<file path="src/rtl/crossing_pkg.sv">
// Shared state encoding and light-pattern constants for the crossing scheduler.
package crossing_pkg;

   typedef enum logic [2:0] {
      GAP        = 3'd0,
      READY      = 3'd1,
      START      = 3'd2,
      WAIT_LEAVE = 3'd3,
      RUN        = 3'd4,
      FAULT      = 3'd5
   } state_t;

   // Traffic green with crossing red: the resting pattern of the light FSM.
   localparam logic [5:0] IDLE_PAT = 6'b001_100;

   localparam int TRAF_R  = 5;
   localparam int TRAF_A  = 4;
   localparam int TRAF_G  = 3;
   localparam int CROSS_R = 2;
   localparam int CROSS_A = 1;
   localparam int CROSS_G = 0;

endpackage

</file>
<file path="src/rtl/req_sync.sv">
// Brings one asynchronous push-button into the clock domain and emits a
// single-cycle pulse on each new press.
module req_sync (
   input  logic clock,
   input  logic reset,
   input  logic button,
   output logic pulse
);

   logic meta;
   logic sync;
   logic prev;

   always_ff @(posedge clock or negedge reset) begin
      if (!reset) begin
         meta <= 1'b0;
         sync <= 1'b0;
         prev <= 1'b0;
      end else begin
         meta <= button;
         sync <= meta;
         prev <= sync;
      end
   end

   assign pulse = sync & ~prev;

endmodule

</file>
<file path="src/rtl/crossing_scheduler.sv">
// Latches crossing requests, enforces a traffic-green gap between phases,
// starts the light FSM and watches it with a sticky-fault watchdog.
module crossing_scheduler
   import crossing_pkg::*;
#(
   parameter int MIN_GAP     = 16,
   parameter int SEQ_TIMEOUT = 64,
   parameter int COUNT_W     = 8
) (
   input  logic               clock,
   input  logic               reset,
   input  logic               ped_req,
   input  logic               cyc_req,
   input  logic [5:0]         lightseq_in,
   output logic               tl_start,
   output logic               ped_wait,
   output logic               cyc_wait,
   output logic               busy,
   output logic               fault,
   output logic [COUNT_W-1:0] served_count
);

   localparam int GAP_W = $clog2(MIN_GAP + 1);
   localparam int TO_W  = $clog2(SEQ_TIMEOUT + 1);
   localparam logic [GAP_W-1:0] GAP_LAST = GAP_W'(MIN_GAP - 1);
   localparam logic [TO_W-1:0]  TO_LAST  = TO_W'(SEQ_TIMEOUT - 1);

   state_t           state;
   state_t           next_state;
   logic [GAP_W-1:0] gap_cnt;
   logic [TO_W-1:0]  to_cnt;
   logic             ped_pend;
   logic             cyc_pend;
   logic             ped_edge;
   logic             cyc_edge;
   logic             idle;

   req_sync u_ped_sync (
      .clock  (clock),
      .reset  (reset),
      .button (ped_req),
      .pulse  (ped_edge)
   );

   req_sync u_cyc_sync (
      .clock  (clock),
      .reset  (reset),
      .button (cyc_req),
      .pulse  (cyc_edge)
   );

   assign idle = (lightseq_in == IDLE_PAT);

   always_ff @(posedge clock or negedge reset) begin
      if (!reset) begin
         state <= GAP;
      end else begin
         state <= next_state;
      end
   end

   always_comb begin
      next_state = state;
      case (state)
         GAP: begin
            if (idle && gap_cnt == GAP_LAST) begin
               next_state = READY;
            end
         end
         READY: begin
            if ((ped_pend | cyc_pend) && idle) begin
               next_state = START;
            end
         end
         START: begin
            next_state = WAIT_LEAVE;
         end
         WAIT_LEAVE: begin
            if (!idle) begin
               next_state = RUN;
            end else if (to_cnt == TO_LAST) begin
               next_state = FAULT;
            end
         end
         RUN: begin
            if (idle) begin
               next_state = GAP;
            end else if (to_cnt == TO_LAST) begin
               next_state = FAULT;
            end
         end
         FAULT: begin
            next_state = FAULT;
         end
         default: begin
            next_state = GAP;
         end
      endcase
   end

   // Counters restart on every state change, so neither can wrap; a press seen
   // during START survives the clear and is served by the following phase.
   always_ff @(posedge clock or negedge reset) begin
      if (!reset) begin
         gap_cnt      <= '0;
         to_cnt       <= '0;
         ped_pend     <= 1'b0;
         cyc_pend     <= 1'b0;
         served_count <= '0;
      end else begin
         if (state == GAP && next_state == GAP && idle) begin
            gap_cnt <= gap_cnt + GAP_W'(1);
         end else begin
            gap_cnt <= '0;
         end

         if ((state == WAIT_LEAVE || state == RUN) && next_state == state) begin
            to_cnt <= to_cnt + TO_W'(1);
         end else begin
            to_cnt <= '0;
         end

         if (state == START) begin
            ped_pend <= ped_edge;
            cyc_pend <= cyc_edge;
         end else begin
            ped_pend <= ped_pend | ped_edge;
            cyc_pend <= cyc_pend | cyc_edge;
         end

         if (state == RUN && next_state == GAP && served_count != '1) begin
            served_count <= served_count + COUNT_W'(1);
         end
      end
   end

   always_comb begin
      tl_start = 1'b0;
      busy     = 1'b0;
      fault    = 1'b0;
      case (state)
         START: begin
            tl_start = 1'b1;
            busy     = 1'b1;
         end
         WAIT_LEAVE, RUN: begin
            busy = 1'b1;
         end
         FAULT: begin
            fault = 1'b1;
         end
         default: begin
            tl_start = 1'b0;
         end
      endcase
   end

   assign ped_wait = ped_pend;
   assign cyc_wait = cyc_pend;

endmodule

</file>
<file path="config.mk">
export PLATFORM = sky130hd
export DESIGN_NAME = crossing_scheduler
export DESIGN_NICKNAME = d
export VERILOG_FILES = /design/src/rtl/crossing_pkg.sv /design/src/rtl/req_sync.sv /design/src/rtl/crossing_scheduler.sv
export SDC_FILE = /design/constraint.sdc
export NUM_CORES = 1
export LEC_CHECK = 0
export ABC_AREA = 1
export ABC_CLOCK_PERIOD_IN_PS = 1700
export CAP_MARGIN = 30
export CELL_PAD_IN_SITES_DETAIL_PLACEMENT = 1
export CELL_PAD_IN_SITES_GLOBAL_PLACEMENT = 2
export CORE_MARGIN = 2
export CORE_UTILIZATION = 30
export DETAILED_ROUTE_END_ITERATION = 10
export HOLD_SLACK_MARGIN = 0.05
export PLACE_DENSITY = 0.86
export SLEW_MARGIN = 25
export SYNTH_ARGS = -nofsm -noshare
export SYNTH_HDL_FRONTEND = slang
export SYNTH_SLANG_ARGS = --single-unit
</file>
<file path="constraint.sdc">
create_clock -name clock -period 1.7 [get_ports clock]
set_input_delay 0.51 -clock clock [delete_from_list [all_inputs] [get_ports clock]]
set_output_delay 0.51 -clock clock [all_outputs]
set_load 0.1 [all_outputs]
</file>
==> summary.md, run 1 <==
In this run the worst hold path is classified as reg -> reg. The tools report the worst-case clock skew as 0.00467 ns. The library cells used most frequently in the layout, excluding fill and tap cells, are sky130_fd_sc_hd__buf_4 (32), sky130_fd_sc_hd__nand2_1 (26), sky130_fd_sc_hd__dfrtp_1 (22), sky130_fd_sc_hd__buf_12 (14), sky130_fd_sc_hd__inv_1 (10). The number of cells in the design after placement came out at 285. Clock-pin slew was measured on the worst setup and hold paths at 0.07 ns. The logs give 23 for the number of top-level pins and 0.526 for the utilization after layout.

Portion of the clock cycle consumed by the worst path in the final layout: 1.07. The average instance area after synthesis is 9.26 um^2. The Yosys step of the flow raised 0 warnings. The fraction of layout instances using a drive strength above 1 was 0.531. The sequential area share after synthesis is 0.490.

In this run the remaining antenna-violating nets after routing total 0. Global-route total usage across every layer: 0.162. Final number of hold-violating endpoints: 0. Entering global routing, the biggest net connects 32 pins. The tools report the count of unique library cells instantiated by Yosys as 28.

For the first-pass GRT wire length, the log shows 7.49 mm. The flow ran to the end, but the final reports show violations. The number of antenna violations at the first check in global routing was 0; the count of TritonRoute iterations in the first routing pass was 4.

After detailed routing, the number of remaining DRC violations is 0. Leaving out fill and tap cells, the most frequent cell in the layout is sky130_fd_sc_hd__buf_4. For the total grt overflow, the log shows 0. The run gives 26 as the floorplan row count.

The count of fill cells added during filler insertion was 568; the total power per unit cell area was 1360 nW/um^2. The routed layout has 1433 vias. The mapped cell area was 1580 um^2; the number of port buffers was 22. TritonCTS built the clock tree. Counting every net in the synthesized netlist gives 185. The wire-length estimate of the detail-placed layout is 2.98 mm. The final worst-path setup slack was -0.117 ns.

The root buffer selected by CTS is sky130_fd_sc_hd__clkbuf_8. In this run, CTS created clock tree buffers numbering 5. The core region is 5110 um^2. At the worst endpoint, the required time is 1.19 ns. The run gives 0.310 as the effective utilization at floorplan. Summed over all cells, the static leakage comes to 0.00123 uW. The worst-case IR drop observed on VDD is 0.00128 V. The number of global-route vias before repair is 1542.

Of all nets on the critical path, the largest fanout is 4. For the number of DRC markers in iteration 0, the log shows 28. In this run the number of H-tree levels came out at 2. For the worst setup path, the data arrival time is 1.31 ns.

Synthesis produced 171 cells. The area taken by flip-flops and latches is 792 um^2. For the worst-skew pair, the clock arrives at the later sink with an insertion delay of 0.29 ns. From bottom edge to top edge, the die measures 76.7 um. The run gives 18 as the number of setup violations in the final report. The worst setup path is captured at a primary output. The power share of the sequential group is 0.257.

For the number of diodes, the log shows 0. The net switching fraction of the power is 0.434, and the transition at the pin with the smallest max-transition slack is 0.422 ns. Setup repair after global routing could not meet its margin everywhere. In the final layout, the multi-input gates occupy 918 um^2.

The final reports fail on negative setup slack. The worst setup slack before clock tree synthesis was -0.516 ns. The number of hold buffers added after CTS was 0.

The total wire length was 4.49 mm; the maximum clock frequency was 0.550 GHz. The die covers 5880 um^2. The clock passes through at most 2 buffers. Max-cap check violation count: 0. The max-slew violation count is 0, and the final instance count without filler cells is 309. For this design, the sink count on the clock tree is 31.

For the internal power, the log shows 2060 uW. For the worst relative slew slack, the log shows 0.716. Adding up every negative setup slack in the final design gives -0.912 ns. Dividing the detail-routed wire length by the instance count gives 14.5 um. The vias per cell works out to 4.64. The switching power was 1580 uW; the total of flip-flops plus latches after synthesis was 31. The kind of start point of the critical path was a register.

The run gives 0.542 as the fraction of power consumed by combinational cells. In the final design database the tool counted 252 nets. Worst setup path category: reg -> out. The tools report the part of the power in the clock network as 0.201. From left edge to right edge, the die measures 76.7 um. The congestion estimate from routability-driven global placement came to 0.785. The shortest period the worst path allows came out at 1.82 ns. The layout overhead on the synthesized area is 69.7%.
==> registers in the layout, summed over array words and instances (netlist names) <==
signal	cells
u_cyc_sync.sync	1
u_ped_sync.meta	1
u_cyc_sync.meta	1
state	3
ped_wait	1
cyc_wait	1
u_ped_sync.prev	1
served_count	8
u_cyc_sync.prev	1
to_cnt	7
u_ped_sync.sync	1
gap_cnt	5
==> repair_timing <==
action	4_1_cts	5_1_grt
resized for setup	41	26
setup buffers	12	4
setup endpoints to repair	23	23
pin swaps	23	13
==> Yosys cell counts <==
cell type / n / area (um^2)
sky130_fd_sc_hd__nand2_1: 36 / 135
sky130_fd_sc_hd__dfrtp_1: 31 / 776
sky130_fd_sc_hd__inv_1: 15 / 56.3
sky130_fd_sc_hd__nor2_1: 11 / 41.3
sky130_fd_sc_hd__nand3_1: 10 / 50.1
sky130_fd_sc_hd__nand4_1: 9 / 56.3
sky130_fd_sc_hd__xor2_1: 9 / 78.8
sky130_fd_sc_hd__nor3_1: 8 / 40.0
sky130_fd_sc_hd__nor2_2: 7 / 43.8
sky130_fd_sc_hd__o21ai_0: 5 / 25.0
sky130_fd_sc_hd__ha_1: 4 / 50.1
sky130_fd_sc_hd__inv_2: 3 / 11.3
sky130_fd_sc_hd__nand3_2: 3 / 30.0
sky130_fd_sc_hd__xnor2_1: 3 / 26.3
sky130_fd_sc_hd__nand3_4: 2 / 35.0
sky130_fd_sc_hd__nor2_4: 2 / 22.5
sky130_fd_sc_hd__nor3b_1: 2 / 15.0
sky130_fd_sc_hd__a21oi_1: 1 / 5.00
sky130_fd_sc_hd__a21oi_4: 1 / 16.3
sky130_fd_sc_hd__and3_1: 1 / 6.26
sky130_fd_sc_hd__buf_2: 1 / 5.00
sky130_fd_sc_hd__buf_6: 1 / 11.3
sky130_fd_sc_hd__clkinv_2: 1 / 5.00
sky130_fd_sc_hd__nand2_2: 1 / 6.26
sky130_fd_sc_hd__nand3b_1: 1 / 7.51
sky130_fd_sc_hd__nand4_2: 1 / 12.5
sky130_fd_sc_hd__o211ai_1: 1 / 7.51
sky130_fd_sc_hd__o21ai_2: 1 / 8.76
==> final cells by class <==
type,count,area share
Clock buffer,5,0.0256
Inverter,19,0.0344
Clock inverter,3,0.0163
Timing Repair Buffer,62,0.255
Sequential cell,31,0.295
Multi-Input combinational cell,119,0.342
Tap cell,70,0.0326
==> logic make-up (layout without fill, tap and decap cells) <==
logic type / count (synthesis) / after routing / synth area share
buf+inv: 21 / 89 / 0.0561
compound gates: 9 / 9 / 0.0395
xor+xnor: 12 / 12 / 0.0664
flops: 31 / 31 / 0.490
simple gates: 94 / 94 / 0.317
fa+ha+maj: 4 / 4 / 0.0316
==> power by group through the flow <==
stage | registers, uW | clock network [uW] | logic [uW]
final | 935 | 733 | 1980
after CTS | 931 | 749 | 1860
after floorplan | 1170 | 0 | 666
after global placement | 928 | 0 | 1520
after global routing | 953 | 781 | 2090
after detailed placement | 933 | 0 | 1550
==> path summary, 6_finish.rpt <==
kind	slack, ns	from	endpoint	depth (start not counted)
min reg2reg	0.35	u_cyc_sync.meta	u_cyc_sync.sync	0
max reg2reg	-0.07	state[1]	served_count[2]	12
max	-0.12	state[1]	busy	4
min	0.35	u_cyc_sync.meta	u_cyc_sync.sync	0
min in group asynchronous	0.58	reset	to_cnt[0]	2
max in group asynchronous	0.93	reset	served_count[1]	2
==> through the flow <==
stage	instance area, um^2	total power [uW]	hold WS [ns]
finish	2690	3650	0.350
global route	2690	3820	0.370
CTS	2560	3540	0.355
detailed placement	2230	2480	0.338
global placement	2230	2450	0.335
floorplan	1620	1830	0.214
==> per-layer routing <==
layer	track usage	vias up	share of wire
li1	-	688	-
met1	0.196	715	0.41
met2	0.279	25	0.54
met3	0.0482	5	0.039
met4	0.0436	0	0.011
met5	0	-	0
==> critical path, cell delays in order, from the launching register on <==
cell and delay (ns):
sky130_fd_sc_hd__dfrtp_2 0.46, sky130_fd_sc_hd__nor3_4 0.22, sky130_fd_sc_hd__inv_2 0.08, sky130_fd_sc_hd__o21ai_4 0.07, sky130_fd_sc_hd__buf_12 0.19
No activity file was read; power rests on OpenSTA's default activity.
==> run 2: changes to the inputs <==
Settings changed: PLACE_DENSITY 0.86 to default, PLACE_DENSITY_LB_ADDON from default to 0.05.
==> run 2 against run 1 <==
Net effect:
- first-iteration DRC count is 75% higher
- via count up 5.2%
- register-to-register slack worse by 0.08 ns
- clock skew barely moved
- sequential share of layout area decreased by 1.0 points
- die area is the same
- hold slack better by 0.0047 ns
- critical path type unchanged
- clock-buffer cell count increased by 1
- largest cell class unchanged
- the run still ends with negative setup slack left
- non-clock buffer count up 12
==> summary.md, run 2 (synthesis results as in run 1) <==
Largest register by flop count: served_count (unchanged). For the placed instance area, the log shows 2230 um^2 (unchanged). Commonest cells after routing, fill and taps aside: sky130_fd_sc_hd__buf_4 (42), sky130_fd_sc_hd__nand2_1 (24), sky130_fd_sc_hd__dfrtp_1 (21), sky130_fd_sc_hd__buf_12 (14), sky130_fd_sc_hd__nand2_2 (10) (was sky130_fd_sc_hd__buf_4 (32), sky130_fd_sc_hd__nand2_1 (26), sky130_fd_sc_hd__dfrtp_1 (22), sky130_fd_sc_hd__buf_12 (14), sky130_fd_sc_hd__inv_1 (10)).

The tools report the number of DRC markers in iteration 0 as 49 (was 28). The run gives 23 (was 18) as the number of setup violations in the final report. The worst-path cell with the longest stage delay was sky130_fd_sc_hd__dfrtp_2 (unchanged). The width of the chip works out to 76.7 um (unchanged). The layout overhead on the synthesized area works out to 76.1% (was 69.7%). Launch point of the worst reg-to-reg path: gap_cnt[1] (was state[1]). The switching power was 1640 uW (was 1580 uW).

The depth of the most critical reg-to-reg path was 11 (was 12); the clock latency of the later-clocked register in the worst-skew pair was 0.28 ns (was 0.29 ns). The run gives 0 (unchanged) as the detailed-route DRC error count. The kind of capture point of the worst setup path is a primary output (unchanged).

The part of the power in the clock network was 0.198 (was 0.201); the first-pass GRT wire length was 8.38 mm (was 7.49 mm). The height of the die is 76.7 um (unchanged), and the number of cells in the design after placement is 285 (unchanged). The net switching fraction of the power was 0.432 (was 0.434); the critical-path maximum fanout was 6 (was 4). The depth of the worst hold-timing path came out at 0 (unchanged). The maximum count of clock buffers along a single path came out at 2 (unchanged).

The root buffer selected by CTS is sky130_fd_sc_hd__clkbuf_8 (unchanged). The run gives 0 (unchanged) as the final antenna-violating net count. The run finished, with violations left. Reg-to-reg setup timing slack: -0.15 ns (was -0.07 ns).

The worst setup path category is reg -> out (unchanged). The run gives 0.181 (was 0.162) as the global-route total usage across every layer. The number of diodes came out at 0 (unchanged).

Capture point of the worst path: busy (unchanged). The tools report the floorplan row count as 26 (unchanged). The core area is 5110 um^2 (unchanged).

The leading cell type in the layout, fill and taps excluded is sky130_fd_sc_hd__buf_4 (unchanged). The fraction of power consumed by combinational cells is 0.548 (was 0.542), and the number of clock buffers inserted by TritonCTS is 5 (unchanged). The internal power came out at 2160 uW (was 2060 uW).

The maximum clock frequency is 0.535 GHz (was 0.550 GHz), and the total power per unit cell area is 1360 nW/um^2 (about the same). The fraction of layout instances using a drive strength above 1 was 0.582 (was 0.531). Setup repair after global routing could not meet its margin everywhere. The number of hold-repair buffers added at the cts stage came out at 0 (unchanged). The tools report the final number of hold-violating endpoints as 0 (unchanged). The tightest hold margin is 0.354 ns (was 0.350 ns), and the portion of the clock cycle consumed by the worst path in the final layout is 1.10 (was 1.07). Maximum cell stage delay along the critical path: 0.49 ns (was 0.46 ns). The wire length per cell after detailed routing is 16.3 um (was 14.5 um). The worst-case clock skew came out at 0.00468 ns (was 0.00467 ns). The run gives 23 (unchanged) as the number of top-level pins. The number of port buffers is 22 (unchanged). The maximum level of the CTS H-tree came out at 2 (unchanged). TritonCTS built the clock tree.

Vias per cell: 4.70 (was 4.64). The run gives 3.00 mm (was 2.98 mm) as the detailed-placement wirelength estimate. The tools report the kind of start point of the critical path as a register (unchanged). The total grt overflow came out at 0 (unchanged). The path type of the worst min-delay path is reg -> reg (unchanged). The arrival time at the worst endpoint is 1.36 ns (was 1.31 ns). The count of cell instances traversed by the critical path was 4 (unchanged).

For the peak supply drop, the log shows 0.00117 V (was 0.00128 V). The largest net degree at the start of global routing was 32 (unchanged); the total number of vias was 1508 (was 1433). The number of flip-flops in the largest register is 8 (unchanged), and the total negative slack is -2.16 ns (was -0.912 ns). The worst relative slew slack is 0.725 (was 0.716). Number of global-route vias before repair: 1707 (was 1542). The launch point of the worst path was state[0] (was state[1]). Cell-by-cell listing of the critical path: nor3_4 > inv_2 > o21ai_4 > buf_12 (unchanged). The max-cap check violation count is 0 (unchanged), and the routability congestion estimate from global placement is 0.789 (was 0.785).

The total wire length is 5.24 mm (was 4.49 mm). The kind of cell adding the most delay to the critical path is flip-flops (unchanged). The utilization after layout came out at 0.546 (was 0.526). The register clock-pin slew on the reported worst setup and hold paths was 0.07 ns (about the same). For the effective utilization at floorplan, the log shows 0.310 (unchanged). The number of antenna violations at the first check in global routing was 0 (unchanged); the post-route cell area was 2790 um^2 (was 2690 um^2). The shortest period the worst path allows was 1.87 ns (was 1.82 ns); the power share of the sequential group was 0.254 (was 0.257).

The combined buffer and inverter count along the critical path is 2 (unchanged). For the number of nets in the final layout, the log shows 264 (was 252). Violated checks: negative setup slack (unchanged). The transition at the pin with the smallest max-transition slack was 0.409 ns (was 0.422 ns); the required time at the worst-slack endpoint was 1.19 ns (about the same).

The number of clock sinks came out at 31 (unchanged). Regs by FF count: served_count (8), to_cnt (7), gap_cnt (5) (unchanged). The reported leakage power was 0.00127 uW (was 0.00123 uW). The run gives 0 (unchanged) as the max-slew violation count. Endpoint of the most critical register-to-register path: served_count[5] (was served_count[2]).

The logs give 321 (was 309) for the final instance count without filler cells and -0.169 ns (was -0.117 ns) for the final worst-path setup slack. The die footprint is 5880 um^2 (unchanged). The count of TritonRoute iterations in the first routing pass came out at 4 (unchanged).
==> run 2: worst reg2reg max path: cells and delay by family, from the launching register on <==
family | cells | cell delay (ns)
adder cells (fa/ha/maj) | 2 | 0.35
flip-flops | 1 | 0.38
AO/OA/AOI/OAI | 1 | 0.06
AND/OR/NAND/NOR | 8 | 0.94
==> run 2: cell type report <==
type,instances,area [um^2]
timing repair buffer,74,779
sequential,31,793
clock buffer,6,82.6
inverter,19,78.8
tap,70,87.6
fill,570,2320
multi-input combinational,119,932
clock inverter,2,35.0
==> run 2: routing by layer <==
layer,share of wire,global-route usage,vias up
met3,0.028,0.0400,11
met2,0.57,0.336,30
met5,0,0,-
met1,0.39,0.207,753
met4,0.017,0.0545,0
li1,-,-,714
==> run 2: metrics by stage <==
step	setup slack (ns)	total power, uW
3_5_place_dp	-0.654	2370
5_1_grt	-0.263	3980
4_1_cts	-0.124	3640
3_3_place_gp	-0.580	2350
2_1_floorplan	-0.191	1830
6_report	-0.169	3800
==> run 2: worst min path at each step <==
stage | start | end
2_1_floorplan | reset | cyc_wait
3_3_place_gp | u_cyc_sync.meta | u_cyc_sync.sync
3_5_place_dp | u_cyc_sync.meta | u_cyc_sync.sync
4_1_cts | u_cyc_sync.meta | u_cyc_sync.sync
5_1_grt | u_cyc_sync.meta | u_cyc_sync.sync
6_report | u_cyc_sync.meta | u_cyc_sync.sync
==> run 2: power groups by stage <==
| stage | logic (uW) | clock network (uW) | registers [uW] |
|---|---|---|---|
| final | 2080 | 753 | 965 |
| after global routing | 2200 | 812 | 976 |
| after CTS | 1910 | 778 | 954 |
| after detailed placement | 1420 | 0 | 945 |
| after global placement | 1410 | 0 | 940 |
| after floorplan | 666 | 0 | 1170 |
==> run 2: repair_timing <==
item                                    CTS  global route
resized for setup                        57            11
pin swaps                                26            27
endpoints found under the setup margin   23            23
setup buffers                            19             9
